File: config.mk
export PLATFORM = sky130hd
export DESIGN_NAME = ram_loader
export DESIGN_NICKNAME = d
export VERILOG_FILES = /design/src/rtl/ram_loader.sv
export SDC_FILE = /design/constraint.sdc
export NUM_CORES = 1
export LEC_CHECK = 0
export CELL_PAD_IN_SITES_DETAIL_PLACEMENT = 0
export CELL_PAD_IN_SITES_GLOBAL_PLACEMENT = 1
export CORE_MARGIN = 8
export CORE_UTILIZATION = 30
export DETAILED_ROUTE_END_ITERATION = 7
export MAX_ROUTING_LAYER = met4
export PLACE_DENSITY_LB_ADDON = 0.12
export SETUP_SLACK_MARGIN = 0.1
export SLEW_MARGIN = 15
export SYNTH_ARGS = -nofsm -noshare
export SYNTH_HDL_FRONTEND = slang
export SYNTH_SLANG_ARGS = --single-unit
File: constraint.sdc
create_clock -name clk_i -period 5.2 [get_ports clk_i]
set_input_delay 0.52 -clock clk_i [delete_from_list [all_inputs] [get_ports clk_i]]
set_output_delay 0.52 -clock clk_i [all_outputs]
set_load 0.02 [all_outputs]
File: src/rtl/ram_loader.sv
// rtl/ram_loader.sv - byte-stream image loader: length-prefixed words to RAM, then checksum read-back verify
`ifndef RAM_DEPTH
`define RAM_DEPTH 1024
`endif

module ram_loader #(
  parameter logic [31:0] BASE_ADDR = 32'h0000_0000,
  parameter int unsigned MAX_WORDS = `RAM_DEPTH
) (
  input  logic        clk_i,
  input  logic        rst_i,
  input  logic        start_i,
  input  logic        byte_valid_i,
  input  logic [7:0]  byte_data_i,
  output logic        byte_ready_o,
  output logic        ram_wen_o,
  output logic [31:0] ram_waddr_o,
  output logic [31:0] ram_wdata_o,
  output logic [31:0] ram_raddr_o,
  input  logic [31:0] ram_rdata_i,
  output logic        busy_o,
  output logic        done_o,
  output logic [1:0]  err_o,
  output logic [31:0] words_o
);

  localparam logic [31:0] MAX_W = 32'(MAX_WORDS);

  typedef enum logic [2:0] {IDLE, LEN, DATA, WRITE, VERIFY, DONE} state_t;
  state_t state, state_nx;

  logic [1:0]  byte_cnt;
  logic [31:0] len_q, word_q, idx_q, csum_q, rsum_q, words_q, len_full;
  logic [1:0]  err_q;

  assign err_o   = err_q;
  assign words_o = words_q;

  // Length as it will stand once the 4th (most significant) byte lands
  always_comb begin
    len_full        = len_q;
    len_full[31:24] = byte_data_i;
  end

  always_ff @(posedge clk_i) begin
    if (rst_i) state <= IDLE;
    else       state <= state_nx;
  end

  always_comb begin
    state_nx     = state;
    byte_ready_o = 1'b0;
    ram_wen_o    = 1'b0;
    ram_waddr_o  = '0;
    ram_wdata_o  = '0;
    ram_raddr_o  = '0;
    busy_o       = 1'b0;
    done_o       = 1'b0;
    case (state)
      IDLE: if (start_i) state_nx = LEN;
      LEN: begin
        busy_o       = 1'b1;
        byte_ready_o = 1'b1;
        if (byte_valid_i && byte_cnt == 2'd3)
          state_nx = (len_full == '0 || len_full > MAX_W) ? DONE : DATA;
      end
      DATA: begin
        busy_o       = 1'b1;
        byte_ready_o = 1'b1;
        if (byte_valid_i && byte_cnt == 2'd3) state_nx = WRITE;
      end
      WRITE: begin
        busy_o      = 1'b1;
        ram_wen_o   = 1'b1;
        ram_waddr_o = BASE_ADDR + (idx_q << 2);
        ram_wdata_o = word_q;
        state_nx    = (idx_q + 32'd1 < len_q) ? DATA : VERIFY;
      end
      VERIFY: begin
        busy_o = 1'b1;
        if (idx_q < len_q) ram_raddr_o = BASE_ADDR + (idx_q << 2);
        if (idx_q == len_q) state_nx = DONE;
      end
      DONE: begin
        done_o   = 1'b1;
        state_nx = IDLE;
      end
      default: state_nx = IDLE;
    endcase
  end

  always_ff @(posedge clk_i) begin
    if (rst_i) begin
      byte_cnt <= '0;
      len_q    <= '0;
      word_q   <= '0;
      idx_q    <= '0;
      csum_q   <= '0;
      rsum_q   <= '0;
      words_q  <= '0;
      err_q    <= '0;
    end else begin
      case (state)
        IDLE: if (start_i) begin
          byte_cnt <= '0;
          len_q    <= '0;
          idx_q    <= '0;
          csum_q   <= '0;
          rsum_q   <= '0;
          words_q  <= '0;
          err_q    <= '0;
        end
        LEN: if (byte_valid_i) begin
          len_q[{byte_cnt, 3'b000} +: 8] <= byte_data_i;
          byte_cnt <= byte_cnt + 2'd1;
          if (byte_cnt == 2'd3 && len_full > MAX_W) err_q <= 2'b01;
        end
        DATA: if (byte_valid_i) begin
          word_q[{byte_cnt, 3'b000} +: 8] <= byte_data_i;
          byte_cnt <= byte_cnt + 2'd1;
        end
        WRITE: begin
          csum_q  <= csum_q + word_q;
          words_q <= words_q + 32'd1;
          idx_q   <= (idx_q + 32'd1 < len_q) ? idx_q + 32'd1 : '0;
        end
        VERIFY: begin
          // Read data lags the address by one cycle, so cycle 0 has nothing to add
          if (idx_q != '0) rsum_q <= rsum_q + ram_rdata_i;
          idx_q <= idx_q + 32'd1;
          if (idx_q == len_q)
            err_q <= ((rsum_q + ram_rdata_i) != csum_q) ? 2'b10 : 2'b00;
        end
        default: ;
      endcase
    end
  end

endmodule

==> results.yml <==
detailed_routing:
  drc_errors: 0
  post_drt_wl_per_cell_um: 19.6
  vias: 14000
  vias_per_cell: 5.25
  drtPass1Iterations: 5
  drt_iter0_drc: 906
  ant_nets: 0
  postRouteWirelength_mm: 52.1
critical_path:
  crit_fanout: 18
  cp-start-kind: "flop"
  cpLargestDelayFamily: "simple AND/OR/NAND/NOR gates"
  crit_arrival_ns: 5.10
  cp.required_ns: 5.64
  cpPeakStageDelay_ns: 0.53
  criticalPathCategory: "flop to flop"
  worst-path-stages: 19
  worst_path_max_delay_cell: "dfxtp_1"
  endpoint_kind: "flop"
  reg2reg_slack_ns: 0.54
  rr_worst_depth: 19
  r2r_start: "idx_q[2]"
  crit_path_frequent_cell: "a21o_1"
  path_buf_inv: 1
  r2r-end: "idx_q[13]"
  cp_cell_sequence: "nand3_1 > nor3_1 > and3_1 > nand3_1 > nor2_1 > and3_1 > xor2_1 > ha_1 > a21o_1 > a21o_1 > a21o_1 > a21o_1 > a21o_1 > a21oi_1 > nand4_1 > a21oi_2 > buf_4 > a21o_1 > mux2_2"
cts:
  cts.sink_count: 199
  clock-root-buffer: "clkbuf_16"
  htreeDepth: 4
  cts_tree: "yes"
  clockBufferDepth: 2
  cts_hold_buf: 0
  cts_buffers: 17
  worstSkewPairLatency_ns: 0.50
  clk_pin_slew_ns: 0.08
yosys:
  synth-seq-cells: 199
  syn_inst: 1892
  yosysWarnings: 0
  synth_area_um2: 14900
  syn_avg_cell_area_um2: 7.87
  synth_ff_type: "dfxtp_1"
  async_flop_share: 0
  synth_edf_count: 0
  ys_seq_area_frac: 0.267
  yosysUniqueCellTypes: 85
grt:
  grt_pass1_vias: 14100
  grt_util_all_layers: 0.187
  grtUsageMet2: 0.310
  grt_pass1_wl_mm: 81.6
  grt_use_met3: 0.0309
  grt_max_degree: 72
  grt-busiest-layer: "met2"
  antenna_found_initial: 1
  grt_overflow_total: 0
  grt_use_met1: 0.232
die:
  pin_count: 178
  placementRows: 81
  initial_core_util: 0.304
  die-width_um: 239
  design.die.area_um2: 57100
  die_y_um: 239
  core_um2: 49000
power:
  p_per_area_nw_per_um2: 190
  p_leak_nw: 7.13
  vdd_drop_max_mv: 0.271
placement:
  place.gp.congestion: 0.833
  pre_cts_ws_ns: 0.486
  place_hpwl_mm: 39.8
  io_buffers: 173
timing:
  finalCritPeriodShare: 0.897
  skew_ns: 0.0163
  rsz0062_at_grt: "false"
  setup-violations-final: 0
  max_freq_mhz: 214
  max_slew.worst_pin.slew_ns: 1.08
  period_needed_ns: 4.66
  drv_slew: 0
  slew_headroom: 0.273
  finalSetupTns_ns: 0
  fin_ws_ns: 0.537
  hold_viol_final: 0
hold_path:
  whs_endpoint: "rsum_q[21]"
  hold_start: "rsum_q[21]"
  hold_class: "flop to flop"
  min_path_cells: 2
cells_and_area:
  drive_above_1_share: 0.0535
  fillCellCount: 5121
  nets: 2167
  layout_common_cells: "nor2_1, dfxtp_1, clkdlybuf4s50_1"
  final_common_cell: "nor2_1"
  areaGrowthSynthToFinish_pct: 18.8
run:
  cap_violations: 0
status:
  status: "complete, no violations"
-- synth_stat cells (all sizes together) (22+ instances only) --
cell,n,area (µm²)
nor2,213,810
dfxtp,199,3980
a21oi,139,718
nand2,136,510
ha,134,1680
clkbuf,97,385
nand3,97,485
and3,85,533
o21ai,70,354
inv,68,255
xnor2,65,569
a22oi,64,480
a21o,48,360
nor3,43,220
nand4,41,257
a31oi,36,240
xor2,36,315
nor3b,32,240
o21a,24,180
a22o,23,201
buf,23,135
nor4,22,138
-- worst max-delay path by stage --
stage	startpoint	endpoint	slack, ns
final	idx_q[2]	idx_q[13]	0.54
after global routing	idx_q[2]	idx_q[13]	0.20
after CTS	idx_q[2]	idx_q[27]	0.45
after detailed placement	idx_q[2]	idx_q[27]	0.49
after global placement	idx_q[0]	idx_q[7]	0.59
after floorplan	idx_q[0]	idx_q[10]	1.11
-- layout make-up --
class	instances	area (µm²)	share of cell area
multi-input cells	1506	10200	0.574
flip-flops and latches	199	3990	0.225
repair buffers	194	1890	0.107
well taps	664	831	0.0469
clock buffers	21	460	0.0260
inverters	69	259	0.0146
clock inverters	11	118	0.00664
diodes	1	2.50	0.000141
-- power breakdown --
| group | switching (mW) | total (mW) | internal (mW) |
|---|---|---|---|
| Combinational | 0.288 | 0.435 | 0.147 |
| Sequential | 0.0132 | 1.54 | 1.53 |
| Clock | 0.690 | 1.39 | 0.695 |
| Total | 0.991 | 3.36 | 2.37 |
-- cells by family (layout without fill, tap and decap cells) --
group	after synthesis	after routing	synth area share
other cells	1	5	0.000252
mux	24	24	0.0174
fa+ha+maj	136	136	0.115
compound gates	489	489	0.219
xor+xnor	114	114	0.0793
flops	199	199	0.267
buf+inv	190	295	0.0545
simple gates	739	739	0.247
-- through the flow --
step                hold slack (ns)  power [mW]  instances   util  instance area, µm²
floorplan                     0.445        1.86       1895      -               14900
global placement              0.457        2.02       2632  0.350               17100
detailed placement            0.464        2.02       2632  0.350               17100
CTS                           0.455        3.42       2664  0.362               17700
global route                  0.478        3.51       2665  0.362               17700
finish                        0.474        3.36       2665  0.362               17700
-- registers in the layout (all words and copies together), names as in the netlist --
signal    flops
state         3
err_o         2
words_o      32
rsum_q       32
len_q        32
csum_q       32
byte_cnt      2
word_q       32
idx_q        32
-- tightest hold or removal path: stages, from the launching register on --
cell	delay [ns]
dfxtp_1	0.32
nand3_1	0.06
a21oi_1	0.05
-- routing by layer --
metal / routed length (µm) / share of wire
met5: 0 / 0
met4: 907 / 0.017
met3: 1800 / 0.034
met2: 25100 / 0.48
met1: 24300 / 0.47
-- what timing repair did --
item,in CTS,in global routing
gates resized for setup,0,1
setup endpoints to repair,0,3
buffers inserted,0,0
(Power assumes the default switching activity.)
